## src/rtl/zx_video_gen_if.sv

```systemverilog
// rtl/zx_video_gen_if.sv - VRAM-side port of zx_video_gen: fetch address, data, floating bus, contention.
interface zx_video_gen_if;
  logic [13:0] a;
  logic [7:0]  d;
  logic [7:0]  bus;
  logic        contend;

  modport master (output a, bus, contend, input d);
  modport slave  (input a, bus, contend, output d);
endinterface

```

## src/rtl/zx_video_gen.sv

```systemverilog
// rtl/zx_video_gen.sv - parametrised Spectrum video generator: raster, VRAM fetch, contention, IRQ, sync, RGBI.
// Optional macro FLOATBUS_EN drives vram.bus with the byte on the fetch path during active cells.
module zx_video_gen #(
  parameter int H_TOTAL    = 456,
  parameter int V_TOTAL    = 311,
  parameter int IRQ_LINE   = 248,
  parameter int IRQ_BEG    = 6,
  parameter int IRQ_LEN    = 72,
  parameter int HBLANK_BEG = 320,
  parameter int HSYNC_BEG  = 344,
  parameter int VSYNC_BEG  = 248
) (
  input  logic          clock,
  input  logic          reset,
  input  logic          ce,
  input  logic [2:0]    border,
  input  logic          mode,
  zx_video_gen_if.master vram,
  output logic          irq,
  output logic          hblank,
  output logic          vblank,
  output logic          hsync,
  output logic          vsync,
  output logic          r,
  output logic          g,
  output logic          b,
  output logic          i
);
  // Counters are at least 9/8 bits wide so the address bit slices always exist.
  localparam int HW = ($clog2(H_TOTAL) < 9) ? 9 : $clog2(H_TOTAL);
  localparam int VW = ($clog2(V_TOTAL) < 8) ? 8 : $clog2(V_TOTAL);

  localparam logic [HW-1:0] H_LAST  = HW'(H_TOTAL - 1);
  localparam logic [VW-1:0] V_LAST  = VW'(V_TOTAL - 1);
  localparam logic [HW-1:0] H_ACT   = HW'(256);
  localparam logic [VW-1:0] V_ACT   = VW'(192);
  localparam logic [VW-1:0] IRQ_V   = VW'(IRQ_LINE);
  localparam logic [HW-1:0] IRQ_H0  = HW'(IRQ_BEG);
  localparam logic [HW-1:0] IRQ_H1  = HW'(IRQ_BEG + IRQ_LEN);
  localparam logic [HW-1:0] HB_BEG  = HW'(HBLANK_BEG);
  localparam logic [HW-1:0] HB_END  = HW'(HBLANK_BEG + 96);
  localparam logic [HW-1:0] HS_BEG  = HW'(HSYNC_BEG);
  localparam logic [HW-1:0] HS_END  = HW'(HSYNC_BEG + 32);
  localparam logic [VW-1:0] VB_BEG  = VW'(VSYNC_BEG);
  localparam logic [VW-1:0] VB_END  = VW'(VSYNC_BEG + 8);
  localparam logic [VW-1:0] VS_END  = VW'(VSYNC_BEG + 4);

  logic [HW-1:0] h_count;
  logic [VW-1:0] v_count;
  logic [4:0]    f_count;
  logic          mode_q;
  logic          video_en;
  logic [7:0]    pix_byte;
  logic [7:0]    attr_byte;
  logic [7:0]    shifter;
  logic [7:0]    attr;
  logic          data_en;
  logic          pixel;
  logic [13:0]   pix_addr;
  logic [13:0]   attr_addr;

  assign data_en = (h_count < H_ACT) && (v_count < V_ACT);

  always_ff @(posedge clock or posedge reset) begin
    if (reset) begin
      h_count   <= '0;
      v_count   <= '0;
      f_count   <= '0;
      mode_q    <= 1'b0;
      video_en  <= 1'b0;
      pix_byte  <= 8'h00;
      attr_byte <= 8'h00;
      shifter   <= 8'h00;
      attr      <= 8'h00;
    end else if (ce) begin
      if (h_count == H_LAST) begin
        h_count <= '0;
        if (v_count == V_LAST) begin
          v_count <= '0;
          f_count <= f_count + 5'd1;
        end else begin
          v_count <= v_count + 1'b1;
        end
      end else begin
        h_count <= h_count + 1'b1;
      end

      if (h_count[3:0] == 4'd0)
        mode_q <= mode;

      // Odd ticks of the upper half-cell capture the byte addressed on the previous tick.
      if (data_en && h_count[3] && h_count[0]) begin
        if (h_count[1])
          attr_byte <= vram.d;
        else
          pix_byte <= vram.d;
      end

      if (h_count[3])
        video_en <= data_en;

      if (h_count[2:0] == 3'd4) begin
        shifter <= video_en ? pix_byte : 8'h00;
        attr    <= video_en ? attr_byte : {2'b00, border, 3'b000};
      end else begin
        shifter <= {shifter[6:0], 1'b0};
      end
    end
  end

  assign pix_addr  = {1'b0, v_count[7:6], v_count[2:0], v_count[5:3], h_count[7:4], h_count[2]};
  assign attr_addr = mode_q ? (pix_addr | 14'h2000)
                            : {1'b0, 3'b110, v_count[7:6], v_count[5:3], h_count[7:4], h_count[2]};
  assign vram.a       = h_count[1] ? attr_addr : pix_addr;
  assign vram.contend = data_en && (h_count[3] | h_count[2]);

`ifdef FLOATBUS_EN
  // Ticks 9..15: the live byte on capture ticks, the last captured byte in between.
  always_comb begin
    vram.bus = 8'hFF;
    if (data_en && h_count[3] && (h_count[2:0] != 3'd0)) begin
      if (h_count[0])
        vram.bus = vram.d;
      else if (h_count[2:1] == 2'b10)
        vram.bus = attr_byte;
      else
        vram.bus = pix_byte;
    end
  end
`else
  assign vram.bus = 8'hFF;
`endif

  assign irq    = !((v_count == IRQ_V) && (h_count >= IRQ_H0) && (h_count < IRQ_H1));
  assign hblank = (h_count >= HB_BEG) && (h_count < HB_END);
  assign hsync  = (h_count >= HS_BEG) && (h_count < HS_END);
  assign vblank = (v_count >= VB_BEG) && (v_count < VB_END);
  assign vsync  = (v_count >= VB_BEG) && (v_count < VS_END);

  assign pixel     = shifter[7] ^ (f_count[4] & attr[7]);
  assign {g, r, b} = pixel ? attr[2:0] : attr[5:3];
  assign i         = attr[6];
endmodule

```

## src/flat_wrapper.sv

```systemverilog
// flat-port wrapper written by rule: the top's interface ports become plain ports
module zx_video_gen_flat 
#(
  parameter int H_TOTAL    = 456,
  parameter int V_TOTAL    = 311,
  parameter int IRQ_LINE   = 248,
  parameter int IRQ_BEG    = 6,
  parameter int IRQ_LEN    = 72,
  parameter int HBLANK_BEG = 320,
  parameter int HSYNC_BEG  = 344,
  parameter int VSYNC_BEG  = 248
)
  (clock, reset, ce, border, mode, irq, hblank, vblank, hsync, vsync, r, g, b, i, vram_a, vram_bus, vram_contend, vram_d);
  zx_video_gen_if vram_i ();
  input  logic clock;
  input  logic reset;
  input  logic ce;
  input  logic [2:0] border;
  input  logic mode;
  output logic irq;
  output logic hblank;
  output logic vblank;
  output logic hsync;
  output logic vsync;
  output logic r;
  output logic g;
  output logic b;
  output logic i;
  output wire logic [$bits(vram_i.a)-1:0] vram_a;
  output wire logic [$bits(vram_i.bus)-1:0] vram_bus;
  output wire logic [$bits(vram_i.contend)-1:0] vram_contend;
  input wire logic [$bits(vram_i.d)-1:0] vram_d;
  assign vram_a = vram_i.a;
  assign vram_bus = vram_i.bus;
  assign vram_contend = vram_i.contend;
  assign vram_i.d = vram_d;
  zx_video_gen #(.H_TOTAL(H_TOTAL), .V_TOTAL(V_TOTAL), .IRQ_LINE(IRQ_LINE), .IRQ_BEG(IRQ_BEG), .IRQ_LEN(IRQ_LEN), .HBLANK_BEG(HBLANK_BEG), .HSYNC_BEG(HSYNC_BEG), .VSYNC_BEG(VSYNC_BEG)) u_core (.clock(clock), .reset(reset), .ce(ce), .border(border), .mode(mode), .vram(vram_i), .irq(irq), .hblank(hblank), .vblank(vblank), .hsync(hsync), .vsync(vsync), .r(r), .g(g), .b(b), .i(i));
endmodule
```

## config.mk

```make
export PLATFORM = sky130hd
export DESIGN_NAME = zx_video_gen_flat
export DESIGN_NICKNAME = d
export VERILOG_FILES = /design/src/rtl/zx_video_gen_if.sv /design/src/rtl/zx_video_gen.sv /design/src/flat_wrapper.sv
export SDC_FILE = /design/constraint.sdc
export NUM_CORES = 1
export LEC_CHECK = 0
export ABC_AREA = 1
export ABC_CLOCK_PERIOD_IN_PS = 1800
export BUFFER_PORTS_ARGS = -buffer_cell sky130_fd_sc_hd__buf_4
export CORE_AREA = 2 2 79 81
export CTS_CLUSTER_SIZE = 12
export DETAILED_ROUTE_END_ITERATION = 12
export DIE_AREA = 0 0 81 83
export HOLD_SLACK_MARGIN = 0.06
export PLACE_DENSITY = 0.78
export SLEW_MARGIN = 40
export SYNTH_ARGS = -nofsm -noshare
export SYNTH_HDL_FRONTEND = slang
export SYNTH_SLANG_ARGS = --single-unit
```

## constraint.sdc

```tcl
create_clock -name clock -period 1.8 [get_ports clock]
set_clock_uncertainty 0.1 [all_clocks]
set_input_delay 0.09 -clock clock [delete_from_list [all_inputs] [get_ports clock]]
set_output_delay 0.09 -clock clock [all_outputs]
set_load 0.01 [all_outputs]
```

==> summary.md <==
| Metric | Value |
|---|---|
| Nets | `456` |
| Most frequent CP cell | `buf_4` |
| P&R area growth vs syn | `19.7%` |
| Layout fillers | `about 500` |
| CP required | `between 1.5 and 2 ns` |
| Largest net degree at the start of global routing | `slightly below 60` |
| Chip Height | `roughly 83 um` |
| F_max | `566 MHz` |
| # placed instances | `483` |
| Initial Util | `55.8%` |
| Worst-path clk slew | `0.07 ns` |
| Latest clock arrival within the worst-skew pair | `0.34 ns` |
| Max Slew Vio Count | `0` |
| Slew headroom | `60.9%` |
| Commonest non-fill, non-tap cell in the layout | `nand2_1` |
| Final setup vio count | `0` |
| Synth Instances | `385` |
| Core footprint | `0.00582 mm2` |
| Via-per-instance ratio | `approximately 5.2` |
| CTS max path bufs | `2` |
| Commonest cells after routing, fill and taps aside | `nand2_1, dfrtp_1, buf_4` |
| Number of antenna violations at the first check in global routing | `0` |
| Fin. Hold Viols | `0` |
| Post-route insts no fill | `515` |
| # port buffers | `38` |
| Via count | `2678` |
| Avg WL per Cell | `13.6 um` |
| CP peak stage delay | `0.41 ns` |
| Worst setup margin | `roughly 0.035 ns` |
| Slowest cell on the critical path | `dfrtp_1` |
| RD Place Congestion | `0.890` |
| Cell Area, Synth | `0.00324 mm2` |
| WL final | `about 7000 um` |
| Crit path arrival time | `roughly 1.6 ns` |
| H-tree Lvls | `3` |
| Leakage power | `1.92 nW` |
| Hpwl dp | `4910 um` |
| Synth top area cells | `dfrtp_1, nand2_1, inv_1` |
| Num ports | `47` |
| Ratio of cells with drive above 1 in the final layout | `25.9%` |
| CTS Sinks | `57` |
| Status | `finished clean` |
| Horiz. Die Dim | `81 um` |
| CTS tree | `yes` |
| Overall Global Routing Usage | `23.1%` |
| Sequential-to-total area share from yosys stat | `44.0%` |
| Pwr Total | `0.00433 W` |
| Worst Hold Class | `in -> async` |
| DR pass1 iterations | `4` |
| Post-Syn Area per Cell | `8.42 um2` |
| Gr ovfl total | `0` |
| Worst Path Class, Setup | `reg -> out` |
| Fin crit share | `98.1%` |
| Setup WS pre-CTS | `0.0618 ns` |
| DR DRC count | `0` |
| Top cell type's share of synthesized area | `44.0%` |
| RSZ-0062 raised after global routing | `true` |
| Worst-path cell chain | `inv_2 > buf_4 > ha_1 > nand4_1 > a31oi_1 > nand3_1 > buf_4` |
| Register bit total from synthesis | `57` |
| Ant. Diodes | `0` |
| Max_cap viols | `0` |
| Min Tclk post-route | `1.77 ns` |
| Vias in the first global route | `between 2000 and 3000` |
| Post-synth top area cell | `dfrtp_1` |
| Die ar. | `roughly 0.0067 mm2` |
| Worst-path fanout max | `4` |
| Cell area power density | `1110 mW/mm2` |
| Worst slew pin tran | `around 0.59 ns` |
| Synth cell types | `39` |
| Routed Antenna Nets | `0` |
| Crit end category | `primary output` |
| First-pass GRT wire length | `12000 um` |
| Critical Path Source Type | `flop` |
| Setup TNS | `0 ns` |
| CTS root buf | `clkbuf_8` |
| Placement Cell Area | `0.00349 mm2` |
| CTS Buf Count | `9` |
| Final Instance Area | `0.00388 mm2` |
| Initial DRC count | `250` |
| Synth warn | `0` |
| Site Rows | `28` |
| Peak supply drop | `roughly 700 uV` |
## layer usage
metal  vias up  GRT usage (%)  share of wire [%]
li1       1332              -                  -
met1      1268           32.2                 44
met2        70           34.7                 49
met3         8           5.43                4.8
met4         0           9.09                1.6
met5         -              0                  0
## cells in the mapped netlist, drive strengths merged
cell / instances
o21bai: 1
dfrtp: 57
nor2: 35
nor3: 3
a32o: 1
a211oi: 1
nand2: 90
o21ai: 34
nand4: 17
mux2: 1
ha: 6
a21oi: 16
nor3b: 1
nand3: 34
o31ai: 4
inv: 47
or2: 2
conb: 1
buf: 26
xor2: 6
a31oi: 1
clkbuf: 1
## kinds of logic (layout without fill, tap and decap cells)
logic type	Yosys count	count (layout)	share of synthesized area, %
AO/OA/AOI/OAI	58	58	11.5
flip-flops	57	57	44.0
adder cells (fa/ha/maj)	6	6	2.31
buffers and inverters	74	122	11.9
XOR/XNOR	6	6	1.62
AND/OR/NAND/NOR	182	182	28.2
other	1	8	0.116
multiplexers	1	1	0.347
## timing repair
item / 4_1_cts / 5_1_grt
hold buffers: 14 / 0
endpoints found under the setup margin: 5 / 10
hold endpoints to repair: 83 / 0
pin swaps: 0 / 1
buffers inserted: 0 / 2
gates resized for setup: 2 / 6
## through the flow
stage                     hold WS, ns  util, %
after global placement         0.0749     60.0
final                           0.248     66.8
after floorplan                 0.140        -
after CTS                       0.263     66.2
after detailed placement       0.0773     60.0
after global routing            0.285     66.8
## worst paths after layout
kind	start	end	slack [ns]	cells past startpoint
setup / recovery	u_core.v_count[0]$_DFFE_PP0P_	irq	0.03	7
hold / removal	reset	u_core.v_count[5]$_DFFE_PP0P_	0.25	4
setup reg to reg	u_core.h_count[1]$_DFFE_PP0P_	u_core.attr[5]$_DFFE_PP0P_	0.12	6
hold reg to reg	u_core.attr_byte[5]$_DFFE_PP0P_	u_core.attr_byte[5]$_DFFE_PP0P_	0.38	2
max in group asynchronous	reset	u_core.h_count[1]$_DFFE_PP0P_	1.07	4
min in group clock	u_core.attr_byte[5]$_DFFE_PP0P_	u_core.attr_byte[5]$_DFFE_PP0P_	0.38	2
## critical path: cells and delay by family (launching register included)
family                     cells  cell delay [ns]
and+or+nand+nor                2             0.19
DFF                            1             0.41
buffers and inverters          3             0.34
adders and majority gates      1             0.15
AOI/OAI and AO/OA              1             0.16
## registers in the layout, indices dropped and copies added (netlist names)
signal	cells
u_core.shifter	8
u_core.mode_q	1
u_core.f_count	5
u_core.pix_byte	8
u_core.video_en	1
u_core.attr	8
u_core.attr_byte	8
u_core.h_count	9
u_core.v_count	9
## area by class of cell
type,count,area (um2),share of cell area [%]
clock inverters,4,50.0,1.29
clock buffers,12,165,4.25
multi-input cells,261,1470,38.0
flip-flops and latches,57,1430,36.8
repair buffers,59,490,12.6
well taps,75,93.8,2.42
inverters,47,179,4.61
## report_power, final
part | total, W | switching (W) | internal, W
combinational | 0.00120 | 0.000675 | 0.000527
clock | 0.00127 | 0.000525 | 0.000750
sequential | 0.00185 | 0.000293 | 0.00156
(Power assumes the default switching activity.)
